`src/rtl/sp_link_ctrl_pkg.sv`:
```
// Shared constants and FSM state type for the serial link framing controller.
package sp_link_ctrl_pkg;

    localparam int unsigned BYTE_W    = 8;
    localparam int unsigned BIT_CNT_W = 3;
    localparam int unsigned COM_CNT_W = 4;

    localparam logic [BYTE_W-1:0] COM_SYM_DEF    = 8'hBC;
    localparam logic [BYTE_W-1:0] IDLE_SYM_DEF   = 8'h7C;
    localparam int unsigned       LOCK_COUNT_DEF = 4;

    typedef enum logic [1:0] {
        ST_HUNT   = 2'd0,
        ST_ALIGN  = 2'd1,
        ST_LOCKED = 2'd2
    } link_state_e;

endpackage

```
`src/rtl/sp_link_ctrl_if.sv`:
```
// Serial-in / parallel-out link bundle between the line side and the byte consumer.
interface sp_link_ctrl_if;
    import sp_link_ctrl_pkg::*;

    logic              serial_in;
    logic              relock;
    logic [BYTE_W-1:0] byte_out;
    logic              valid_out;
    logic              byte_strobe;
    logic              active;

    modport master (
        output serial_in, relock,
        input  byte_out, valid_out, byte_strobe, active
    );

    modport slave (
        input  serial_in, relock,
        output byte_out, valid_out, byte_strobe, active
    );

endinterface

```
`src/rtl/sp_shift_window.sv`:
```
// 8-bit serial shift register with the live window (history plus current bit) and COM detect.
module sp_shift_window
    import sp_link_ctrl_pkg::*;
#(
    parameter logic [BYTE_W-1:0] COM_SYM = COM_SYM_DEF
) (
    input  logic              clk_8f,
    input  logic              reset,
    input  logic              serial_i,
    output logic [BYTE_W-1:0] window_c,
    output logic              is_com_c
);

    logic [BYTE_W-1:0] shift_q;
    logic [BYTE_W-1:0] shift_d;

    assign shift_d  = {shift_q[BYTE_W-2:0], serial_i};
    assign window_c = shift_d;
    assign is_com_c = (shift_d == COM_SYM);

    // Shifts on every edge, relock included; only reset clears history.
    always_ff @(posedge clk_8f) begin
        if (reset) shift_q <= '0;
        else       shift_q <= shift_d;
    end

endmodule

```
`src/rtl/sp_link_ctrl.sv`:
```
// Receive framing controller: hunts for COM, aligns after LOCK_COUNT boundary COMs, then emits bytes.
module sp_link_ctrl
    import sp_link_ctrl_pkg::*;
#(
    parameter logic [BYTE_W-1:0] COM_SYM    = COM_SYM_DEF,
    parameter logic [BYTE_W-1:0] IDLE_SYM   = IDLE_SYM_DEF,
    parameter int unsigned       LOCK_COUNT = LOCK_COUNT_DEF
) (
    input  logic          clk_8f,
    input  logic          reset,
    sp_link_ctrl_if.slave link
);

    link_state_e          state_q,  state_d;
    logic [BIT_CNT_W-1:0] bit_cnt_q, bit_cnt_d;
    logic [COM_CNT_W-1:0] com_cnt_q, com_cnt_d;
    logic [BYTE_W-1:0]    byte_q,   byte_d;
    logic                 valid_q,  valid_d;
    logic                 strobe_q, strobe_d;
    logic                 active_q, active_d;

    logic [BYTE_W-1:0]    window_c;
    logic                 is_com_c;
    logic                 boundary_c;
    logic                 lock_hit_c;

    sp_shift_window #(.COM_SYM(COM_SYM)) u_win (
        .clk_8f   (clk_8f),
        .reset    (reset),
        .serial_i (link.serial_in),
        .window_c (window_c),
        .is_com_c (is_com_c)
    );

    assign boundary_c = (bit_cnt_q == BIT_CNT_W'(7));
    assign lock_hit_c = ((32'(com_cnt_q) + 32'd1) == LOCK_COUNT);

    always_comb begin
        state_d   = state_q;
        bit_cnt_d = bit_cnt_q;
        com_cnt_d = com_cnt_q;
        byte_d    = byte_q;
        valid_d   = valid_q;
        strobe_d  = 1'b0;

        if (link.relock) begin
            state_d   = ST_HUNT;
            bit_cnt_d = '0;
            com_cnt_d = '0;
            byte_d    = IDLE_SYM;
            valid_d   = 1'b0;
        end else begin
            unique case (state_q)
                ST_HUNT: begin
                    bit_cnt_d = '0;
                    if (is_com_c) begin
                        com_cnt_d = COM_CNT_W'(1);
                        state_d   = ST_ALIGN;
                    end
                end
                ST_ALIGN: begin
                    bit_cnt_d = bit_cnt_q + BIT_CNT_W'(1);
                    if (boundary_c) begin
                        if (!is_com_c) begin
                            state_d   = ST_HUNT;
                            com_cnt_d = '0;
                            bit_cnt_d = '0;
                        end else if (lock_hit_c) begin
                            state_d   = ST_LOCKED;
                        end else begin
                            com_cnt_d = com_cnt_q + COM_CNT_W'(1);
                        end
                    end
                end
                ST_LOCKED: begin
                    bit_cnt_d = bit_cnt_q + BIT_CNT_W'(1);
                    if (boundary_c) begin
                        strobe_d = 1'b1;
                        byte_d   = is_com_c ? IDLE_SYM : window_c;
                        valid_d  = !is_com_c;
                    end
                end
                default: begin
                    state_d   = ST_HUNT;
                    bit_cnt_d = '0;
                    com_cnt_d = '0;
                end
            endcase
        end

        active_d = (state_d == ST_LOCKED);
    end

    always_ff @(posedge clk_8f) begin
        if (reset) begin
            state_q   <= ST_HUNT;
            bit_cnt_q <= '0;
            com_cnt_q <= '0;
            byte_q    <= IDLE_SYM;
            valid_q   <= 1'b0;
            strobe_q  <= 1'b0;
            active_q  <= 1'b0;
        end else begin
            state_q   <= state_d;
            bit_cnt_q <= bit_cnt_d;
            com_cnt_q <= com_cnt_d;
            byte_q    <= byte_d;
            valid_q   <= valid_d;
            strobe_q  <= strobe_d;
            active_q  <= active_d;
        end
    end

    assign link.byte_out    = byte_q;
    assign link.valid_out   = valid_q;
    assign link.byte_strobe = strobe_q;
    assign link.active      = active_q;

endmodule

```
`src/flat_wrapper.sv`:
```
// flat-port wrapper written by rule: the top's interface ports become plain ports
module sp_link_ctrl_flat import sp_link_ctrl_pkg::*;
#(
    parameter logic [BYTE_W-1:0] COM_SYM    = COM_SYM_DEF,
    parameter logic [BYTE_W-1:0] IDLE_SYM   = IDLE_SYM_DEF,
    parameter int unsigned       LOCK_COUNT = LOCK_COUNT_DEF
)
  (clk_8f, reset, link_serial_in, link_relock, link_byte_out, link_valid_out, link_byte_strobe, link_active);
  sp_link_ctrl_if link_i ();
  input  logic clk_8f;
  input  logic reset;
  input wire logic [$bits(link_i.serial_in)-1:0] link_serial_in;
  input wire logic [$bits(link_i.relock)-1:0] link_relock;
  output wire logic [$bits(link_i.byte_out)-1:0] link_byte_out;
  output wire logic [$bits(link_i.valid_out)-1:0] link_valid_out;
  output wire logic [$bits(link_i.byte_strobe)-1:0] link_byte_strobe;
  output wire logic [$bits(link_i.active)-1:0] link_active;
  assign link_i.serial_in = link_serial_in;
  assign link_i.relock = link_relock;
  assign link_byte_out = link_i.byte_out;
  assign link_valid_out = link_i.valid_out;
  assign link_byte_strobe = link_i.byte_strobe;
  assign link_active = link_i.active;
  sp_link_ctrl #(.COM_SYM(COM_SYM), .IDLE_SYM(IDLE_SYM), .LOCK_COUNT(LOCK_COUNT)) u_core (.clk_8f(clk_8f), .reset(reset), .link(link_i));
endmodule
```
`config.mk`:
```
export PLATFORM = sky130hd
export DESIGN_NAME = sp_link_ctrl_flat
export DESIGN_NICKNAME = d
export VERILOG_FILES = /design/src/rtl/sp_link_ctrl_pkg.sv /design/src/rtl/sp_link_ctrl_if.sv /design/src/rtl/sp_shift_window.sv /design/src/rtl/sp_link_ctrl.sv /design/src/flat_wrapper.sv
export SDC_FILE = /design/constraint.sdc
export NUM_CORES = 1
export LEC_CHECK = 0
export ABC_AREA = 1
export BUFFER_PORTS_ARGS = -buffer_cell sky130_fd_sc_hd__buf_2
export CAP_MARGIN = 20
export CORE_MARGIN = 2
export CORE_UTILIZATION = 45
export DETAILED_ROUTE_END_ITERATION = 10
export PLACE_DENSITY = 0.73
export SYNTH_ARGS = -nofsm -noshare
export SYNTH_HDL_FRONTEND = slang
export SYNTH_SLANG_ARGS = --single-unit
```
`constraint.sdc`:
```
create_clock -name clk_8f -period 1.55 [get_ports clk_8f]
set_clock_uncertainty 0.15 [all_clocks]
set_input_delay 0.0775 -clock clk_8f [delete_from_list [all_inputs] [get_ports clk_8f]]
set_output_delay 0.0775 -clock clk_8f [all_outputs]
set_load 0.02 [all_outputs]
```
==> impl_metrics.yaml <==
clocking:
  clock_latency_ps: 340
  cts.path.max_buffers: 2
  cts-htree-levels: 1
  cts-root-buf: "clkbuf_4"
  cts_sinks: 27
  cts_inserted_buffers: 3
  clk_pin_slew_ps: 160
  cts_tree: "built"
global_route:
  grt_overflow: 0
  antenna_found_initial: 0
  grt_max_degree: 18
  track_usage_pct: 16.2
  grt_pass1_vias: 991
  grt_pass1_wl_um: 4100
synth:
  yosysTopAreaCell: "dfxtp_1"
  synth-seq-area-share_pct: 43.0
  avgSynthCellArea_um2: 8.55
  synthTopCellsByArea: "dfxtp_1 43%, ha_1 8.0%, nand2_1 6.3%"
  synthAdderAreaFrac_pct: 7.97
  synth_edf_count: 0
  synth_warnings: 0
  synth_top_area_share_pct: 43.0
  yosysUniqueCellTypes: 27
  syn_nets: 159
  yosys.area_share.xor_xnor_pct: 0
  synthMuxAreaShare_pct: 0
  postSynthCellCount: 147
  yosys.area_share.simple_pct: 30.7
  synth_compound_area_share_pct: 9.86
  synth-seq-cells: 27
  synthesis.area_um2: 1260
  async_reset_ff_share_pct: 0
  synth_ff_type: "dfxtp_1"
  yosysMostFrequentCell: "dfxtp_1"
  synth_top_family_by_area: "simple AND/OR/NAND/NOR gates"
  synth_common_cells: "27 x dfxtp_1, 21 x nand2_1, 14 x inv_1, 14 x nor2_1, 10 x nand3_1"
timing:
  hold_viol_final: 0
  tns_ps: -29.5
  layout_setup_ws_ps: -29.5
  relSlewSlack_pct: 82.6
  timing.final.crit_share_pct: 102
  grt_setup_unrepaired: "true"
  setup_viol: 1
  drv_slew: 0
  tightest_slew_ps: 260
  fin_hold_ws_ps: 308
  min_period_ps: 1580
  fmax_ghz: 0.633
placed_design:
  dp_hpwl_um: 1790
  pre_cts_ws_ps: -132
  place_congestion: 0.763
  portBuffers: 14
  placed_cell_area_um2: 1430
worst_setup_path:
  end_kind: "flip-flop"
  r2r_end: "u_core.com_cnt_q[1]$_SDFFE_PP0P_"
  worst-path-buf-inv: 1
  cp_slowest_stage_delay_ps: 360
  path_depth: 10
  cp.required_ps: 1690
  setup.worst_path.start_class: "flip-flop"
  r2r_slack_ps: -30
  path_cells: "ha_4 -> ha_4 -> or2_4 -> nand2_4 -> a21oi_4 -> nand2_4 -> inv_4 -> nand2_2 -> nand2_2 -> nor2_2"
  worst_ep_arrival_time_ps: 1720
  crit_fanout: 4
  critPathCapture: "u_core.com_cnt_q[1]$_SDFFE_PP0P_"
  criticalPathCategory: "reg -> reg"
  crit_family: "simple AND/OR/NAND/NOR gates"
  r2r_start: "u_core.bit_cnt_q[0]$_SDFF_PP0_"
  startpoint: "u_core.bit_cnt_q[0]$_SDFF_PP0_"
  slowest_stage: "dfxtp_2"
  reg2reg_depth: 10
die:
  die_w_um: 56.8
  start_util_pct: 46.4
  die_h_um: 56.8
  io_pins: 15
  dieArea_um2: 3230
  core_area_um2: 2710
  rows: 19
job:
  maxCapViolations: 0
power_and_ir_drop:
  powerDensity_nw_per_um2: 665
  irDropWorstVdd_mv: 0.542
  leakage_nw: 0.749
final_layout:
  layout-drive-gt1-share_pct: 45.6
  n_antenna_cell: 0
  final_cell_area_um2: 1610
  fin_nets: 195
  syn_to_final_growth_pct: 28.2
detailed_routing:
  wl_per_cell_um: 11.7
  drtAntennaViolNets: 0
  routed_wl_um: 2500
  drc: 0
  viasPerCell: 4.78
  drt_first_iter_violations: 17
  drtPass1Iterations: 4
  vias: 1018
outcome:
  violations: "setup timing"
  status: "complete, but fails checks"
min_path:
  hp-start: "u_core.u_win.shift_q[5]$_SDFF_PP0_"
  whs_path_depth: 2
  min_path_type: "reg -> reg"
## sequential cells by signal, indices dropped and copies added (netlist names)
name                     flops
u_core.u_win.shift_q         7
u_core.bit_cnt_q             3
u_core.link.valid_out        1
u_core.link.active           1
u_core.link.byte_strobe      1
u_core.com_cnt_q             4
u_core.state_q               2
u_core.link.byte_out         8
## what timing repair did
item | 4_1_cts | 5_1_grt
setup endpoints to repair | 7 | 13
gates resized for setup | 4 | 17
hold buffers | 4 | 0
hold endpoints to repair | 16 | 0
pin swaps | 6 | 11
buffers inserted | 3 | 3
## logic make-up (layout without fill, tap and decap cells)
kind of cell | count (synthesis) | after routing
buffers and inverters | 25 | 60
flip-flops | 27 | 27
AO/OA/AOI/OAI | 19 | 19
adder cells (fa/ha/maj) | 8 | 8
AND/OR/NAND/NOR | 68 | 68
## cell usage in the layout (no fill, tap or decap), drive strengths merged
cell / count
a21oi: 9
dfxtp: 27
ha: 8
o211ai: 4
buf: 30
or2: 2
inv: 23
nand3: 10
nor4: 1
o22ai: 1
clkbuf: 3
a21boi: 1
o21ai: 4
nand4: 1
nor3: 1
nand2: 33
dlygate4sd3: 4
nor2: 20
## worst min path at each step
stage	end	slack, ps
6_report	u_core.u_win.shift_q[6]$_SDFF_PP0_	310
5_1_grt	u_core.u_win.shift_q[6]$_SDFF_PP0_	320
4_1_cts	u_core.u_win.shift_q[6]$_SDFF_PP0_	310
3_5_place_dp	u_core.u_win.shift_q[0]$_SDFF_PP0_	160
3_3_place_gp	u_core.u_win.shift_q[0]$_SDFF_PP0_	160
2_1_floorplan	u_core.u_win.shift_q[0]$_SDFF_PP0_	50
## power breakdown
group	switching, mW	total, mW	leakage (nW)	internal [mW]
combinational	0.0217	0.0376	0.509	0.0159
sequential	0.00219	0.699	0.222	0.697
clock	0.228	0.334	0.0183	0.106
total	0.252	1.07	0.749	0.818
## cell type report
type	count	area [um^2]
Clock buffer	3	22.5
Clock inverter	1	8.76
Fill cell	257	1100
Inverter	22	85.1
Multi-Input combinational cell	95	674
Sequential cell	27	551
Tap cell	31	38.8
Timing Repair Buffer	34	230
## worst register-to-register path: stages (launching register included)
cell	delay, ps
dfxtp_2	360
ha_4	160
ha_4	150
or2_4	240
nand2_4	90
a21oi_4	40
nand2_4	90
inv_4	50
nand2_2	60
nand2_2	50
nor2_2	90
## metrics by stage
step | utilization, % | instances | total power [mW]
final | 59.4 | 213 | 1.07
after global routing | 59.4 | 213 | 1.11
after global placement | 52.6 | 199 | 0.744
after detailed placement | 52.6 | 199 | 0.745
after floorplan | - | 147 | 0.738
after CTS | 56.4 | 210 | 1.08
## metal layers
metal / wire, um / track usage, %
met1: 1070 / 18.7
met2: 1310 / 29.1
met3: 84 / 3.23
met4: 40 / 6.31
met5: 0 / 0
Note: power is estimated with default switching activity, not from simulation.
